## config.mk

```make
export PLATFORM = sky130hd
export DESIGN_NAME = port_sched_wrr
export DESIGN_NICKNAME = d
export VERILOG_FILES = /design/src/rtl/port_sched_wrr_pkg.sv /design/src/rtl/port_sched_wrr_prio_enc_lsb.sv /design/src/rtl/port_sched_wrr.sv
export SDC_FILE = /design/constraint.sdc
export NUM_CORES = 1
export LEC_CHECK = 0
export ABC_AREA = 1
export ABC_CLOCK_PERIOD_IN_PS = 2900
export BUFFER_PORTS_ARGS = -buffer_cell sky130_fd_sc_hd__buf_4
export CELL_PAD_IN_SITES_DETAIL_PLACEMENT = 1
export CELL_PAD_IN_SITES_GLOBAL_PLACEMENT = 1
export CORE_MARGIN = 2
export CORE_UTILIZATION = 39
export CTS_CLUSTER_SIZE = 8
export DETAILED_ROUTE_END_ITERATION = 10
export MAX_ROUTING_LAYER = met4
export PLACE_DENSITY = 0.88
export SYNTH_ARGS = -nofsm -noshare
export SYNTH_HDL_FRONTEND = slang
export SYNTH_HIERARCHICAL = 1
export SYNTH_SLANG_ARGS = --single-unit
```

## constraint.sdc

```tcl
create_clock -name clk -period 2.9 [get_ports clk]
set_input_delay 0.58 -clock clk [delete_from_list [all_inputs] [get_ports clk]]
set_output_delay 0.58 -clock clk [all_outputs]
set_load 0.01 [all_outputs]
```

## src/rtl/port_sched_wrr_pkg.sv

```systemverilog
// Shared definitions for the per-port WRR read scheduler: default sizes,
// round-state encoding and the index-width helper.
package port_sched_wrr_pkg;

  localparam int unsigned DEF_QUEUE_NUM = 8;
  localparam int unsigned DEF_WEIGHT_W  = 4;
  localparam int unsigned GRANT_CNT_W   = 16;

  typedef enum logic {
    ST_RUN    = 1'b0,
    ST_RELOAD = 1'b1
  } sched_state_e;

  // Never returns 0, so a one-queue port still has a 1-bit index.
  function automatic int unsigned clog2(input int unsigned n);
    int unsigned r;
    r = 0;
    while ((32'd1 << r) < n) r++;
    return (r == 0) ? 1 : r;
  endfunction

endpackage

```

## src/rtl/port_sched_wrr_prio_enc_lsb.sv

```systemverilog
// Parametrised lowest-set-bit encoder: index of the lowest request bit
// plus a found flag.
module prio_enc_lsb
  import port_sched_wrr_pkg::*;
#(
  parameter int unsigned W  = 8,
  parameter int unsigned IW = clog2(W)
) (
  input  logic [W-1:0]  req,
  output logic [IW-1:0] idx,
  output logic          found
);

  always_comb begin
    idx   = '0;
    found = 1'b0;
    for (int unsigned i = 0; i < W; i++) begin
      if (req[i] && !found) begin
        idx   = IW'(i);
        found = 1'b1;
      end
    end
  end

endmodule

```

## src/rtl/port_sched_wrr.sv

```systemverilog
// Per-port read scheduler: strict priority or weighted round robin.
// Optional per-queue grant counters under `PORT_SCHED_GRANT_CNT_EN.
module port_sched_wrr
  import port_sched_wrr_pkg::*;
#(
  parameter int unsigned QUEUE_NUM = DEF_QUEUE_NUM,
  parameter int unsigned WEIGHT_W  = DEF_WEIGHT_W,
  parameter int unsigned QIDX_W    = clog2(QUEUE_NUM)
) (
  input  logic                          clk,
  input  logic                          rst_n,
  input  logic                          wrr_en,
  input  logic [QUEUE_NUM*WEIGHT_W-1:0] wrr_weight,
  input  logic [QUEUE_NUM-1:0]          queue_empty,
  input  logic                          prior_update,
`ifdef PORT_SCHED_GRANT_CNT_EN
  input  logic                          grant_cnt_clr,
  output logic [QUEUE_NUM*GRANT_CNT_W-1:0] grant_cnt,
`endif
  output logic [QIDX_W-1:0]             prior_next,
  output logic                          prior_valid
);

  sched_state_e        state_q, state_d;
  logic [WEIGHT_W-1:0] credit_q [QUEUE_NUM];
  logic [WEIGHT_W-1:0] credit_d [QUEUE_NUM];
  logic [QIDX_W-1:0]   prior_next_q, prior_next_d;
  logic                prior_valid_q, prior_valid_d;
  logic [QUEUE_NUM-1:0] eligible, reloadable;
  logic [QIDX_W-1:0]   enc_idx;
  logic                enc_found;
  logic                upd_accept;

  prio_enc_lsb #(.W(QUEUE_NUM), .IW(QIDX_W)) u_enc (
    .req   (eligible),
    .idx   (enc_idx),
    .found (enc_found)
  );

  always_comb begin
    upd_accept = prior_update & prior_valid_q;
    for (int unsigned i = 0; i < QUEUE_NUM; i++) begin
      eligible[i]   = ~queue_empty[i] & (~wrr_en | (credit_q[i] != '0));
      reloadable[i] = ~queue_empty[i] & (wrr_weight[i*WEIGHT_W +: WEIGHT_W] != '0);
    end
  end

  always_comb begin
    state_d       = state_q;
    credit_d      = credit_q;
    prior_next_d  = prior_next_q;
    prior_valid_d = 1'b0;

    if (wrr_en && upd_accept && (credit_q[prior_next_q] != '0))
      credit_d[prior_next_q] = credit_q[prior_next_q] - WEIGHT_W'(1);

    // Reload is applied after the decrement so it wins when both coincide.
    if (!wrr_en || (state_q == ST_RELOAD)) begin
      for (int unsigned i = 0; i < QUEUE_NUM; i++)
        credit_d[i] = wrr_weight[i*WEIGHT_W +: WEIGHT_W];
    end

    if (!wrr_en)
      state_d = ST_RELOAD;
    else if (state_q == ST_RELOAD)
      state_d = ST_RUN;
    else if (!enc_found && (|reloadable))
      state_d = ST_RELOAD;

    if (!upd_accept && enc_found && (!wrr_en || (state_q == ST_RUN))) begin
      prior_next_d  = enc_idx;
      prior_valid_d = 1'b1;
    end
  end

  always_ff @(posedge clk or negedge rst_n) begin
    if (!rst_n) begin
      state_q       <= ST_RELOAD;
      prior_next_q  <= '0;
      prior_valid_q <= 1'b0;
      for (int unsigned i = 0; i < QUEUE_NUM; i++)
        credit_q[i] <= '0;
    end else begin
      state_q       <= state_d;
      prior_next_q  <= prior_next_d;
      prior_valid_q <= prior_valid_d;
      credit_q      <= credit_d;
    end
  end

  assign prior_next  = prior_next_q;
  assign prior_valid = prior_valid_q;

`ifdef PORT_SCHED_GRANT_CNT_EN
  logic [GRANT_CNT_W-1:0] gcnt_q [QUEUE_NUM];
  logic [GRANT_CNT_W-1:0] gcnt_d [QUEUE_NUM];

  always_comb begin
    gcnt_d = gcnt_q;
    if (grant_cnt_clr) begin
      for (int unsigned i = 0; i < QUEUE_NUM; i++)
        gcnt_d[i] = '0;
    end else if (upd_accept && (gcnt_q[prior_next_q] != '1)) begin
      gcnt_d[prior_next_q] = gcnt_q[prior_next_q] + GRANT_CNT_W'(1);
    end
    for (int unsigned i = 0; i < QUEUE_NUM; i++)
      grant_cnt[i*GRANT_CNT_W +: GRANT_CNT_W] = gcnt_q[i];
  end

  always_ff @(posedge clk or negedge rst_n) begin
    if (!rst_n) begin
      for (int unsigned i = 0; i < QUEUE_NUM; i++)
        gcnt_q[i] <= '0;
    end else begin
      gcnt_q <= gcnt_d;
    end
  end
`endif

endmodule
```

==> out/qor.txt <==
CLOCK TREE
--------------------------------------------------------------------------------------
Maximum buffer depth of the clock tree                                               2
Post-cts gate resize count                                                           0
CTS Buf Count                                                                        5
Total number of H-tree levels                                                        2
Worst-skew pair later-pin latency                                              0.30 ns
Clock sinks                                                                         37
Count of hold buffers inserted by post-cts repair                                    0
Clk pin slew, worst setup/hold paths                                           0.09 ns
TritonCTS clock tree                                                             built
Post-CTS setup buffers                                                               0
Clk root buf                                                                  clkbuf_8

DETAILED ROUTING
--------------------------------------------------------------------------------------
Count of antenna-violating nets left after detailed routing                          0
Via count                                                                        3,074
Post-Route WL                                                             9430 microns
First-pass DRT Iterations                                                            4
Drt wl/cell                                                               16.3 microns
Vias/cell                                                                         5.31
Initial detailed-routing violation count                                           149
Detailed-route DRC error count                                                       0

YOSYS
--------------------------------------------------------------------------------------
Mean post-synth cell area                                                   6.24 sq um
Yosys warns                                                                          6
Number of distinct standard cells referenced by the synthesized netlist             29
Synthesized netlist net count                                                      482
Cell area after synthesis                                                   2730 sq um
Cell count after synthesis                                                         437
Main synth FF type                                                             dfrtp_1
Flop and latch count out of synthesis                                               37
Post-synthesis async set-or-reset flop share                                      100%
Number of enable-type register cells in the synthesized netlist                      0
Sequential-to-total area share from yosys stat                                   34.0%

FINISH
--------------------------------------------------------------------------------------
Leading cell type in the layout, fill and taps excluded                        nand2_1
Share of layout cells above drive strength 1                                     16.4%
Number of nets in the final layout                                                 527
Synth-to-layout area growth                                                      20.4%
Leading cell types in the layout, fill and taps excluded                  nand2_1 (154), inv_1 (57), buf_4 (51)
Diode count                                                                          0
Count of non-filler cells in the finished layout                                   579

FLOORPLAN
--------------------------------------------------------------------------------------
Total Die Area                                                              7680 sq um
Number of placement rows                                                            30
Ports                                                                               48
Core Region                                                                 6790 sq um
Horizontal extent of the die                                              87.6 microns
Height of the die                                                         87.6 microns
Initial cell density of the core                                                 40.1%

POWER
--------------------------------------------------------------------------------------
Comb pwr share                                                                   37.4%
Power per unit of standard cell area                                       541 nW/um^2
Net switching fraction of the power                                              40.0%
Net load switching power                                                      0.710 mW
Leakage power total                                                            1.72 nW
Clock network fraction of total power                                            27.5%
Worst IR drop on VDD                                                            256 uV
Sequential share of power                                                        35.2%
Post-layout power                                                              1.78 mW
Internal portion of total power                                                1.07 mW

SETUP PATH
--------------------------------------------------------------------------------------
Largest delay contributor family on the critical path                     simple AND/OR/NAND/NOR gates
Maximum fanout count along the critical path                                         8
Data arrival, critical path                                                    2.74 ns
Reg-to-reg startpoint                                                     prior_next[2]$_DFFE_PN0P_
Worst Path Buf+Inv                                                                   2
Max incr delay on CP                                                           0.50 ns
Setup crit end kind                                                           register
CP max stage cell                                                              dfrtp_1
Cell-by-cell trace of the critical path                                   inv_2, nor2_1, nand2_1, nor2_1, nor2_1, nand2_1, inv_1, ha_1, or2_0, o21ai_0, nand2_1, o21ai_1
FF-to-FF setup slack                                                           0.39 ns
Worst reg2reg endpoint                                                    credit_q[1]$_DFFE_PN0P_
Startpoint types                                                              register
Number of cell instances on the worst register-to-register path                     12
Category of the critical setup timing path                                     reg2reg
Data required time of the worst path                                           3.13 ns

PLACE
--------------------------------------------------------------------------------------
DP Cell Count                                                                      571
Placer's final routability congestion estimate                                   0.936
Post-placement setup slack                                                    0.485 ns
Detailed Place HPWL                                                       6920 microns
Number of input and output port buffers inserted                                    47

STA
--------------------------------------------------------------------------------------
Ratio of final minimum period to clock period                                    86.7%
Smallest hold slack                                                           0.240 ns
Shortest clock period the worst path allows after layout                       2.51 ns
RSZ-0062 raised after global routing                                                no
Transition time at the pin with the least slew margin                         0.608 ns
Worst Slack Setup Final                                                       0.386 ns
Number of hold-slack violations in the final timing report                           0
Max-slew violation count                                                             0
Max Fclk                                                                     0.398 GHz
Sum of negative setup slack                                                       0 ns
Count of endpoints failing setup in the final report                                 0
Fin Clk Skew                                                                0.00739 ns
Rel. slew slack                                                                  59.5%

GLOBAL ROUTE
--------------------------------------------------------------------------------------
Final global-route overflow total                                                    0
Overall Global Routing Usage                                                     26.9%
Number of antenna violations at the first check in global routing                    0
Vias in the first global route                                                   3,233
First-pass GRT wire length                                                15,500 microns
Pin count of the biggest net entering global routing                                41

WORST HOLD PATH
--------------------------------------------------------------------------------------
Type of the tightest min-delay check                                          in2async

JOB
--------------------------------------------------------------------------------------
Number of max-cap violations                                                         0

STATUS
--------------------------------------------------------------------------------------
Status                                                                    finished, final reports clean

## power groups by stage
stage | Clock [mW] | Sequential, mW | Combinational, mW
floorplan | 0 | 0.618 | 0.417
global placement | 0 | 0.629 | 0.638
detailed placement | 0 | 0.633 | 0.651
CTS | 0.490 | 0.624 | 0.660
global route | 0.507 | 0.633 | 0.734
finish | 0.489 | 0.625 | 0.664
## cell type report
cell class                 instances  area [sq um]
fill                             940          3510
multi-input combinational        328          1520
sequential                        37           927
timing repair buffer              51           383
inverter                          59           221
tap                               96           120
clock buffer                       7          86.3
clock inverter                     1          30.0
## layer usage
layer	track usage, %	vias to the layer above	share of wire, %
met4	8.11	0	2.6
met2	46.9	92	50
met3	3.39	24	4.8
met1	32.2	1470	43
li1	-	1488	-
met5	-	-	0
## sequential cells by signal, summed over array words and instances, names as in the netlist
register / count
prior_valid: 1
state_q: 1
prior_next: 3
credit_q: 32
## cell usage after synthesis, types with 4 or more instances
master,n,area (sq um)
o21ai_0,29,145
dfrtp_1,36,901
clkbuf_1,8,30.0
o22ai_1,4,25.0
nand2_1,154,578
nor4_1,8,50.1
inv_1,57,214
a31o_2,7,61.3
nand3_1,44,220
o21ai_1,18,90.1
nor2_1,44,165
nor2_2,5,31.3
## kinds of logic after synthesis
logic type,share of synthesized area (%)
buffers and inverters,10.4
and+or+nand+nor,41.2
AOI/OAI and AO/OA,13.3
DFF,34.0
xor gates and xnor gates,0.596
adders and majority gates,0.459
## worst max path at each step
| stage | slack [ns] | to | start | depth (start not counted) |
|---|---|---|---|---|
| 2_1_floorplan | 0.75 | credit_q[9]$_DFFE_PN0P_ | prior_next[1]$_DFFE_PN0P_ | 14 |
| 3_3_place_gp | 0.58 | credit_q[13]$_DFFE_PN0P_ | prior_next[1]$_DFFE_PN0P_ | 12 |
| 3_5_place_dp | 0.49 | credit_q[9]$_DFFE_PN0P_ | prior_next[1]$_DFFE_PN0P_ | 12 |
| 4_1_cts | 0.40 | credit_q[13]$_DFFE_PN0P_ | prior_next[2]$_DFFE_PN0P_ | 12 |
| 5_1_grt | 0.17 | credit_q[5]$_DFFE_PN0P_ | prior_next[2]$_DFFE_PN0P_ | 12 |
| 6_report | 0.39 | credit_q[1]$_DFFE_PN0P_ | prior_next[2]$_DFFE_PN0P_ | 12 |
## stage by stage
| step | instance area [sq um] | util, % |
|---|---|---|
| after floorplan | 2730 | - |
| after global placement | 3170 | 46.6 |
| after detailed placement | 3170 | 46.6 |
| after CTS | 3280 | 48.3 |
| after global routing | 3280 | 48.3 |
| final | 3280 | 48.3 |
(Power assumes the default switching activity.)
